===== src/rtl/wide_add_seq_pkg.sv =====
// Shared types and helpers for the word-serial wide adder: FSM states, word width, word carry-out.
// No logic of its own; imported by wide_add_seq.
package wide_add_seq_pkg;

  localparam int WORD_W = 32;

  typedef enum logic [1:0] {
    IDLE = 2'd0,
    RUN  = 2'd1,
    DONE = 2'd2
  } state_t;

  // Carry out of a word, rebuilt from the MSB inputs and sum bit so the CLA needs no cout port.
  function automatic logic word_carry(input logic a31, input logic b31, input logic s31);
    logic c31;
    c31 = a31 ^ b31 ^ s31;
    return (a31 & b31) | ((a31 ^ b31) & c31);
  endfunction

endpackage


===== src/rtl/cla.sv =====
// 32-bit carry-lookahead adder built from 4-bit lookahead groups chained on group carry.
// Purely combinational, zero latency; no flow control.
module cla (
  input  logic [31:0] a,
  input  logic [31:0] b,
  input  logic        cin,
  output logic [31:0] sum
);

  logic [31:0] g;
  logic [31:0] p;
  logic [32:0] c;
  logic        unused_cout;

  assign g = a & b;
  assign p = a ^ b;

  always_comb begin
    int k;
    k    = 0;
    c    = '0;
    c[0] = cin;
    for (int grp = 0; grp < 8; grp++) begin
      k        = 4 * grp;
      c[k + 1] = g[k] | (p[k] & c[k]);
      c[k + 2] = g[k + 1] | (p[k + 1] & g[k]) | (p[k + 1] & p[k] & c[k]);
      c[k + 3] = g[k + 2] | (p[k + 2] & g[k + 1]) | (p[k + 2] & p[k + 1] & g[k])
               | (p[k + 2] & p[k + 1] & p[k] & c[k]);
      c[k + 4] = g[k + 3] | (p[k + 3] & g[k + 2]) | (p[k + 3] & p[k + 2] & g[k + 1])
               | (p[k + 3] & p[k + 2] & p[k + 1] & g[k])
               | (p[k + 3] & p[k + 2] & p[k + 1] & p[k] & c[k]);
    end
  end

  assign sum         = p ^ c[31:0];
  assign unused_cout = c[32];

endmodule


===== src/rtl/wide_add_seq.sv =====
// Word-serial NWORDS x 32-bit add/sub through one shared CLA; latency NWORDS cycles accept-to-valid.
// One operation in flight: in_ready only in IDLE, result held in DONE until out_ready.
module wide_add_seq
  import wide_add_seq_pkg::*;
#(
  parameter int NWORDS = 4
) (
  input  logic                     clk,
  input  logic                     rst_n,
  input  logic                     in_valid,
  output logic                     in_ready,
  input  logic [WORD_W*NWORDS-1:0] in_a,
  input  logic [WORD_W*NWORDS-1:0] in_b,
  input  logic                     in_sub,
  output logic                     out_valid,
  input  logic                     out_ready,
  output logic [WORD_W*NWORDS-1:0] out_sum,
  output logic                     out_cout,
  output logic                     out_ovf
);

  localparam int IDX_W = $clog2(NWORDS);

  typedef logic [NWORDS-1:0][WORD_W-1:0] opnd_t;

  state_t            state;
  state_t            state_nxt;
  opnd_t             a_q;
  opnd_t             b_q;
  opnd_t             sum_q;
  logic              sub_q;
  logic              carry_q;
  logic [IDX_W-1:0]  idx;
  logic [WORD_W-1:0] cla_a;
  logic [WORD_W-1:0] cla_b;
  logic [WORD_W-1:0] cla_sum;
  logic              word_cout;
  logic              c31;
  logic              last_word;

  // Subtraction is A + ~B + 1: B inverted here, the +1 comes from carry_q seeded with in_sub.
  assign cla_a     = a_q[idx];
  assign cla_b     = b_q[idx] ^ {WORD_W{sub_q}};
  assign last_word = (idx == IDX_W'(NWORDS - 1));

  cla u_cla (
    .a   (cla_a),
    .b   (cla_b),
    .cin (carry_q),
    .sum (cla_sum)
  );

  assign c31       = cla_a[WORD_W-1] ^ cla_b[WORD_W-1] ^ cla_sum[WORD_W-1];
  assign word_cout = word_carry(cla_a[WORD_W-1], cla_b[WORD_W-1], cla_sum[WORD_W-1]);
  assign out_sum   = sum_q;

  always_ff @(posedge clk or negedge rst_n) begin
    if (!rst_n) begin
      state <= IDLE;
    end else begin
      state <= state_nxt;
    end
  end

  always_comb begin
    state_nxt = state;
    in_ready  = 1'b0;
    out_valid = 1'b0;
    unique case (state)
      IDLE: begin
        in_ready = 1'b1;
        if (in_valid) state_nxt = RUN;
      end
      RUN: begin
        if (last_word) state_nxt = DONE;
      end
      DONE: begin
        out_valid = 1'b1;
        if (out_ready) state_nxt = IDLE;
      end
      default: state_nxt = IDLE;
    endcase
  end

  always_ff @(posedge clk or negedge rst_n) begin
    if (!rst_n) begin
      a_q      <= '0;
      b_q      <= '0;
      sum_q    <= '0;
      sub_q    <= 1'b0;
      carry_q  <= 1'b0;
      idx      <= '0;
      out_cout <= 1'b0;
      out_ovf  <= 1'b0;
    end else begin
      unique case (state)
        IDLE: begin
          if (in_valid) begin
            a_q     <= in_a;
            b_q     <= in_b;
            sub_q   <= in_sub;
            carry_q <= in_sub;
            idx     <= '0;
          end
        end
        RUN: begin
          sum_q[idx] <= cla_sum;
          carry_q    <= word_cout;
          if (last_word) begin
            idx      <= '0;
            out_cout <= word_cout;
            out_ovf  <= c31 ^ word_cout;
          end else begin
            idx <= idx + 1'b1;
          end
        end
        default: ;
      endcase
    end
  end

endmodule


===== config.mk =====
export PLATFORM = sky130hd
export DESIGN_NAME = wide_add_seq
export DESIGN_NICKNAME = d
export VERILOG_FILES = /design/src/rtl/wide_add_seq_pkg.sv /design/src/rtl/cla.sv /design/src/rtl/wide_add_seq.sv
export SDC_FILE = /design/constraint.sdc
export NUM_CORES = 1
export LEC_CHECK = 0
export ABC_AREA = 0
export BUFFER_PORTS_ARGS = -buffer_cell sky130_fd_sc_hd__buf_2
export CAP_MARGIN = 20
export CORE_MARGIN = 1.5
export CORE_UTILIZATION = 35
export DETAILED_ROUTE_END_ITERATION = 8
export HOLD_SLACK_MARGIN = 0.12
export REMOVE_ABC_BUFFERS = 1
export SLEW_MARGIN = 5
export SYNTH_ARGS = -nofsm -noshare
export SYNTH_HDL_FRONTEND = slang
export SYNTH_SLANG_ARGS = --single-unit

===== constraint.sdc =====
create_clock -name clk -period 5.92 [get_ports clk]
set_input_delay 0.592 -clock clk [delete_from_list [all_inputs] [get_ports clk]]
set_output_delay 0.592 -clock clk [all_outputs]
set_load 0.02 [all_outputs]

### Word level (Yosys, flattened, before mapping)

Index checks and enable logic that the tools add are counted.

| storage, ports and cells | value |
|---|---|
| register bits after elaboration | 392 |
| bits of input ports | 261 |
| output and inout bits | 132 |
| word-level logic and storage cells | 259 |

| operators by class | value |
|---|---|
| add/sub/neg operators | 1 |
| order comparisons | 2 |
| equality and inequality tests | 6 |
| multiplexer cells | 18 |
| bitwise logic cells | 207 |
| reduce and logical (&&, ||, !) cells | 7 |

Operators with widths:

| kind | count |
|---|---|
| 32-bit binary-select mux with 2-bit select | 2 |
| 128-bit bitwise mux | 1 |
| 1-bit bitwise AND | 123 |
| 32-bit two-way mux | 3 |
| 32-bit XOR | 3 |
| 1-bit OR | 77 |
| 32-bit demux with 2-bit select | 1 |
| 31-bit bitwise AND | 1 |
| 2-bit two-way mux | 5 |
| 2-bit != test, second input constant | 3 |
| 2-bit case mux with 3 select lines | 1 |
| 2-bit AND reduction | 3 |
| 2-bit == test, second input constant | 2 |
| 2-bit case mux with 2 select lines | 1 |
| 2-bit by 3-bit < comparator with 1-bit output, second input constant | 1 |
| 1-bit two-way mux | 3 |
| 3-bit AND reduction | 1 |
| 1-bit XOR | 3 |
| 2-bit by 1-bit adder with 2-bit output, second input constant | 1 |
| 2-bit by 1-bit == test with 1-bit output, second input constant | 1 |
| 2-bit by 1-bit greater-or-equal comparator with 1-bit output, second input constant | 1 |
| 2-bit zero test | 1 |
| 1-bit case mux with 2 select lines | 1 |
| 2-bit nonzero test | 1 |
| 1-bit logical AND | 1 |

### Longest topological paths before layout

Gate-level depths: netlist (run 1).

| depth | value |
|---|---|
| depth after elaboration | 28 |
| depth in mapped cells | 16 |
| gate-level depth less buffers | 14 |

### Modules after synthesis

Synthesis (run 1) repeated with hierarchy kept, for this count alone.

| second synthesis, totals | value |
|---|---|
| cell total of the unflattened synthesis | 1131 |
| area, all modules | 18893.1 um^2 |

Modules (own cells, without submodules):

| module | instances | cells each | area each (um^2) | sequential area each (um^2) |
|---|---|---|---|---|
| wide_add_seq | 1 | 970 | 17545.6 | 9809.4 |
| cla | 1 | 161 | 1347.5 | 0.0 |

### Worst setup path after synthesis (run 1)

No wires, ideal clock.

| timing | value |
|---|---|
| path kind | register to register |
| start point | reg idx[0] |
| end point | reg out_ovf |
| arrival time | 4.252 ns |
| path slack | 1.529 ns |
| cell stages (with the launch flop) | 17 |
| path buffers | 3 |
| clock period less this slack | 4.391 ns |
| cell sequence | dfrtp_1 clkbuf_1 buf_2 buf_2 mux4_2 ha_1 and3_1 and3_1 a22o_1 o2111a_2 o31ai_2 a21oi_4 a21o_1 fa_1 xor2_1 xnor2_1 o21ai_0 |

| on the way | value |
|---|---|
| word-level cells in the longest chain between the ends | 28 |
| elaborated cells on any way between the ends | 101 |
| those cells by class | 1 x eq/ne; 4 x mux; 95 x bitwise; 1 x reduce/logical |

RTL lines:

| what | RTL line | source |
|---|---|---|
| from (decl) | wide_add_seq.sv:33 | `logic [IDX_W-1:0] idx;` |
| from (signal assigned) | wide_add_seq.sv:114 | `idx <= idx + 1'b1;` |
| 32-bit binary-select mux with 2-bit select | wide_add_seq.sv:43 | `assign cla_b = b_q[idx] ^ {WORD_W{sub_q}};` |
| 32-bit two-way mux (not written as such) | wide_add_seq.sv:43 |  |
| 32-bit XOR | wide_add_seq.sv:43 |  |
| 32-bit XOR or 31-bit bitwise AND (tied branches) | cla.sv:16, cla.sv:15 |  |
| 1-bit bitwise AND, on equally long branches | cla.sv:29, cla.sv:30, cla.sv:31 |  |
| 1-bit OR (tied with other cells) (2 in series) | cla.sv:29 | `c[k + 4] = g[k + 3] \| (p[k + 3] & g[k + 2]) \| (p[k + 3] & p[k + 2] & g[k + 1])` |
| 1-bit OR or 1-bit bitwise AND (tied branches) | cla.sv:30, cla.sv:31 |  |
| 1-bit OR | cla.sv:31 | `\| (p[k + 3] & p[k + 2] & p[k + 1] & p[k] & c[k]);` |
| [12 not listed] | -- |  |
| 1-bit bitwise AND | cla.sv:28 | `\| (p[k + 2] & p[k + 1] & p[k] & c[k]);` |
| 1-bit OR | cla.sv:28 |  |
| 32-bit XOR | cla.sv:35 | `assign sum = p ^ c[31:0];` |
| 1-bit XOR | wide_add_seq_pkg.sv:16 | `c31 = a31 ^ b31 ^ s31;` |
| 1-bit bitwise AND | wide_add_seq_pkg.sv:17 | `return (a31 & b31) \| ((a31 ^ b31) & c31);` |
| 1-bit OR * | wide_add_seq_pkg.sv:17 |  |
| via word_cout | wide_add_seq.sv:37 | `logic word_cout;` |
| 1-bit XOR * | wide_add_seq.sv:112 | `out_ovf <= c31 ^ word_cout;` |
| to (signal assigned) | wide_add_seq.sv:112 |  |
| to (decl) | wide_add_seq.sv:19 | `output logic out_ovf` |

Mark *: on every way through the listed nets, which the timed path passes. The rest lies on a longest branch. The select of a mux whose other input is x is not followed.
A chain may end at the register's enable or synchronous reset.

### Worst setup path in the final report (run 1)

Same ends and word-level chain as after synthesis.

==> impl_results.md, run 1 <==
- Layout area overhead: 24.1%
- R2r worst-path depth: 15
- Nets: 1981
- Setup CP Type: register to register
- Post-synth ARST share: 100%
- RSZ-0062 raised after global routing: no
- Synth Register Bits: 392
- R2R Path Start: idx[0]$_DFFE_PN0P_
- Syn avg cell area: 13.6 µm²
- PostCTS Resize Cnt: 0
- First-pass GRT wire length: 72.3 mm
- Post-synth EDFFs: 0
- Number of port buffers: 392
- Largest net degree at the start of global routing: 174
- DRC violations left: 0
- Placed Cells: 2300
- Vias in the first global route: 12000
- Initial DRC Count: 467
- HP Class: input pin to async pin
- CTS clk-pin slew, worst paths: 0.06 ns
- Routed via count: 11600
- Die area: 51600 µm²
- Postcts setup bufs: 0
- CP arrival: 5.30 ns
- Clock Skew: 0.0321 ns
- Final Max Tran Viols: 0
- Final-report setup violation count: 0
- Clk Latency, worst-skew pair: 0.58 ns
- Starting Density: 35.3%
- Root buf cell: clkbuf_16
- Relative slew slack: 29.7%
- Main synth FF type: dfrtp_1
- GPL Wtd Cong: 0.772
- Die width: 227 µm
- Row Count: 82
- Slew of the pin with the lowest slew margin: 1.05 ns
- Wire length per cell: 20.4 µm
- Post-Synthesis Cells: 1297
- CTS tree: built
- Period utilization: 82.5%
- Top cell type's share of synthesized area: 55.7%
- CTS Sinks: 392
- Hold bufs inserted after CTS: 0
- GR Util All Layers: 18.7%
- Min Tclk post-route: 4.88 ns
- Worst-path maximum fanout: 32
- Synth unique cells: 48
- Fmax achieved: 205 MHz
- Antenna-violating nets left: 0
- Final WL: 48.9 mm
- Clk buf depth: 3
- Max_cap viols: 0
- CP Launch Type: register
- Number of CTS-inserted buffers: 45
- Sequential area share after synthesis: 55.7%
- Antenna violations before repair: 11
- Post-route setup TNS: 0 ns
- Detailed placement HPWL: 35.5 mm
- Layout cells sized above 1: 48.0%
- Synthesized area: 17600 µm²
- Synth warn: 0
- WP data required: 6.34 ns
- Top cells by area, synth: dfrtp_1 56%, mux2_2 17%, mux4_2 8.2%
- H-tree Lvls: 2
- Core ar.: 49900 µm²
- FF-to-FF End: out_ovf$_DFFE_PN0P_
- Outcome: finished clean
- Area leader, netlist: dfrtp_1
- Hold Vio Cnt, Final: 0
- Filler instances: 4727
- First-pass DRT Iterations: 4
- Post-DR vias/cell: 4.85
- Finished Core Util: 43.8%
- Final cell count without fillers: 2392
- Worst Setup End Kind: register
- R2R Setup Slk: 1.04 ns
- Die H: 227 µm
- IO Count: 393
- Grt total ovfl: 0
[logic make-up after synthesis]
logic type               count (synthesis)  synth area share [%]
AO/OA/AOI/OAI                          177                  5.81
XOR/XNOR                                50                  2.53
adder cells (fa/ha/maj)                 45                  3.58
buffers and inverters                  101                  2.21
flip-flops                             392                  55.7
multiplexers                           335                  25.5
AND/OR/NAND/NOR                        197                  4.68
[layout by cell type, fill, tap and decap left out, types with 18 or more instances in the layout]
cell / n
dfrtp_1: 389
ha_1: 36
clkbuf_16: 47
buf_2: 391
inv_1: 27
o21ai_0: 116
nand2_1: 135
mux2_2: 262
mux4_2: 64
nor2_1: 18
xor2_1: 46
[per-stage QoR]
step | worst slack [ns] | cell area, µm² | hold WS [ns]
final | 1.04 | 21800 | 0.118
after global routing | 0.618 | 21800 | 0.198
after CTS | 0.903 | 21800 | 0.171
after detailed placement | 0.873 | 20300 | 0.466
after global placement | 0.940 | 20300 | 0.459
after floorplan | -1.62 | 17300 | 0.296
[worst max-delay path by stage]
stage | to | slack, ns | from | depth (start not counted)
after floorplan | a_q[0]$_DFFE_PN0P_ | -1.62 | state[0]$_DFFE_PN0P_ | 3
after global placement | out_ovf$_DFFE_PN0P_ | 0.94 | idx[0]$_DFFE_PN0P_ | 15
after detailed placement | out_ovf$_DFFE_PN0P_ | 0.87 | idx[0]$_DFFE_PN0P_ | 14
after CTS | out_ovf$_DFFE_PN0P_ | 0.90 | idx[0]$_DFFE_PN0P_ | 14
after global routing | out_ovf$_DFFE_PN0P_ | 0.62 | idx[0]$_DFFE_PN0P_ | 14
final | out_ovf$_DFFE_PN0P_ | 1.04 | idx[0]$_DFFE_PN0P_ | 15
[sequential cells by signal (all words and copies together) (netlist names)]
signal / count
a_q: 128
b_q: 128
carry_q: 1
idx: 2
out_cout: 1
out_ovf: 1
out_sum: 128
state: 2
sub_q: 1
[synthesized netlist by cell type, types with 2 or more instances]
master / instances
dfrtp_1: 392
mux2_2: 262
nand2_1: 139
o21ai_0: 116
mux4_2: 64
clkbuf_1: 59
xor2_1: 46
ha_1: 36
inv_1: 27
nor2_1: 18
nand3_1: 16
a21oi_1: 15
fa_1: 9
mux2i_1: 9
buf_2: 8
o21a_1: 8
o31ai_1: 8
buf_1: 7
a21o_1: 6
nand2b_1: 4
nor2b_1: 4
nor3_1: 4
o21ai_1: 4
a22o_1: 3
o21bai_1: 3
xnor2_1: 3
and2_1: 2
and3_1: 2
o21ai_2: 2
or2_2: 2
or3_1: 2
[worst max-delay path, stage by stage, from the launching register on]
cell,delay (ns)
dfrtp_4,0.82
buf_12,0.35
mux4_2,0.55
xor2_1,0.17
ha_1,0.31
a21o_1,0.19
a21oi_1,0.27
o21a_1,0.24
o211ai_1,0.15
o31ai_2,0.43
a21oi_4,0.12
a21o_1,0.22
fa_1,0.48
xor2_1,0.18
xnor2_1,0.13
o21ai_0,0.09
[per-layer routing]
metal | track usage (%) | part of all wire, % | vias to the layer above
li1 | - | - | 5395
met1 | 24.8 | 43 | 5890
met2 | 29.9 | 48 | 250
met3 | 4.62 | 5.7 | 64
met4 | 6.62 | 2.6 | 0
met5 | 0 | 0 | -
[area by class of cell]
| class | instances | area, µm² | share of cell area (%) |
|---|---|---|---|
| Sequential cell | 392 | 9820 | 44.9 |
| Multi-Input combinational cell | 804 | 7420 | 34.0 |
| Timing Repair Buffer | 405 | 2140 | 9.82 |
| Clock buffer | 68 | 1370 | 6.25 |
| Tap cell | 672 | 841 | 3.85 |
| Clock inverter | 12 | 128 | 0.584 |
| Inverter | 27 | 101 | 0.464 |
| Antenna cell | 12 | 30.0 | 0.137 |
Power of run 1 is left out: the tool's default activity adds up to more than one toggle a clock period on the data nets, which glitch-free logic cannot reach.
==> run 2, diff against run 1 <==
==> constraint.sdc (replaced) <==
create_clock -name clk -period 5.1 [get_ports clk]
set_input_delay 0.51 -clock clk [delete_from_list [all_inputs] [get_ports clk]]
set_output_delay 0.51 -clock clk [all_outputs]
set_load 0.02 [all_outputs]
==> run 2 against run 1 <==
Effect of this change:
- cell area up 0.77%
- sequential share of layout area down 0.34 points
- die area unchanged
- non-clock buffer count up 14
==> impl_results.md, run 2 (synthesized netlist as in run 1, its figures left out) <==
- Final WL: 49.5 mm
- IO Count: 393
- Relative slew slack: 31.2%
- CP Launch Type: register
- Largest net degree at the start of global routing: 111
- Starting Density: 35.3%
- WP data required: 5.50 ns
- Number of port buffers: 392
- Slew of the pin with the lowest slew margin: 1.03 ns
- Layout cells sized above 1: 48.7%
- RSZ-0062 raised after global routing: no
- Min Tclk post-route: 4.74 ns
- Clock Skew: 0.0217 ns
- Setup CP Type: register to register
- HP Class: input pin to register
- Final Max Tran Viols: 0
- GR Util met1: 25.1%
- Post-DR vias/cell: 4.89
- Outcome: finished clean
- Hold Vio Cnt, Final: 0
- Min Hold Slack: 0.166 ns
- Met3 Track Usage GR: 4.07%
- Crit path max-delay cell type: dfrtp_4
- H-tree Lvls: 2
- CTS tree: built
- Final-report setup violation count: 0
- Die width: 227 µm
- Root buf cell: clkbuf_16
- Core ar.: 49900 µm²
- Grt met2 use: 30.9%
- CTS Sinks: 392
- First-pass GRT wire length: 73.2 mm
- Post-place instance area: 20400 µm²
- PostCTS Resize Cnt: 0
- Leading cell type in the layout, fill and taps excluded: buf_2
- DRC violations left: 0
- Worst-path maximum fanout: 17
- Antenna-violating nets left: 0
- Die H: 227 µm
- Detailed placement HPWL: 36.5 mm
- First-pass DRT Iterations: 4
- Worst Setup End Kind: register
- Clk Latency, worst-skew pair: 0.57 ns
- Grt total ovfl: 0
- Dpl ws: 0.276 ns
- Fin worst setup slack: 0.356 ns
- Nets: 1993
- GR Util All Layers: 19.0%
- Placed Cells: 2313
- Vias in the first global route: 12200
- CTS clk-pin slew, worst paths: 0.06 ns
- Initial DRC Count: 468
- Wire length per cell: 20.6 µm
- Period utilization: 93.0%
- Most frequent cells in the layout: 391 x buf_2, 389 x dfrtp_1, 262 x mux2_2, 135 x nand2_1, 116 x o21ai_0
- Final instance area: 22000 µm²
- Routed via count: 11800
- CP arrival: 5.15 ns
- Die area: 51600 µm²
- Postcts setup bufs: 0
- Clk buf depth: 3
- Antenna violations before repair: 13
- CP cell instances: buf_12, mux4_2, xor2_1, ha_1, o21ai_0, or4_4, a21boi_2, o21a_1, o21ai_2, a21oi_1, o21a_1, nor2_1, fa_1, xor2_1, o21ai_0
- Max_cap viols: 0
- Fmax achieved: 211 MHz
- Final cell count without fillers: 2406
- CP max stage delay: 0.67 ns
- Layout area overhead: 25.0%
- GPL Wtd Cong: 0.805
- Number of CTS-inserted buffers: 43
- Row Count: 82
- Most Crowded Layer GR: met2
==> run 2: critical path, delay by kind of cell, from the launching register on <==
| family | cells | cell delay [ns] |
|---|---|---|
| AOI/OAI and AO/OA | 7 | 1.27 |
| xor gates and xnor gates | 2 | 0.40 |
| adders and majority gates | 2 | 0.81 |
| buffers and inverters | 1 | 0.25 |
| DFF | 1 | 0.67 |
| muxes | 1 | 0.54 |
| and+or+nand+nor | 2 | 0.64 |
==> run 2: final cells by class <==
cell class / instances / area [µm²]
Antenna cell: 14 / 35.0
Inverter: 27 / 101
Fill cell: 4741 / 27900
Clock inverter: 15 / 214
Clock buffer: 63 / 1330
Multi-Input combinational cell: 804 / 7420
Tap cell: 672 / 841
Timing Repair Buffer: 419 / 2250
Sequential cell: 392 / 9820
==> run 2: metal layers <==
metal  wire, µm  share of wire [%]  vias up
met1      21500                 44     5980
li1           -                  -     5428
met4       1570                3.2        0
met2      23800                 48      284
met5          0                  0        -
met3       2520                5.1       75
==> run 2: metrics by stage <==
step / util [%] / TNS, ns
6_report: 44.1 / 0
5_1_grt: 44.1 / 0
4_1_cts: 44.1 / 0
3_5_place_dp: 41.0 / 0
3_3_place_gp: 41.0 / 0
2_1_floorplan: - / -687.61
==> run 2: path summary, 6_finish.rpt <==
check,slack [ns],end,start,cells past startpoint
worst min register to register,0.47,out_sum[51]$_DFFE_PN0P_,out_sum[51]$_DFFE_PN0P_,2
max in group asynchronous,3.42,b_q[112]$_DFFE_PN0P_,rst_n,3
min in group asynchronous,0.56,out_sum[72]$_DFFE_PN0P_,rst_n,2
worst max register to register,0.36,out_sum[121]$_DFFE_PN0P_,idx[0]$_DFFE_PN0P_,15
worst max-delay path,0.36,out_sum[121]$_DFFE_PN0P_,idx[0]$_DFFE_PN0P_,15
worst min-delay path,0.17,a_q[26]$_DFFE_PN0P_,in_a[26],2
==> run 2: timing repair <==
action,in CTS,in global routing
hold buffers,1,0
endpoints found under the setup margin,0,0
hold endpoints to repair,83,0
Power of run 2 is left out for the same reason.
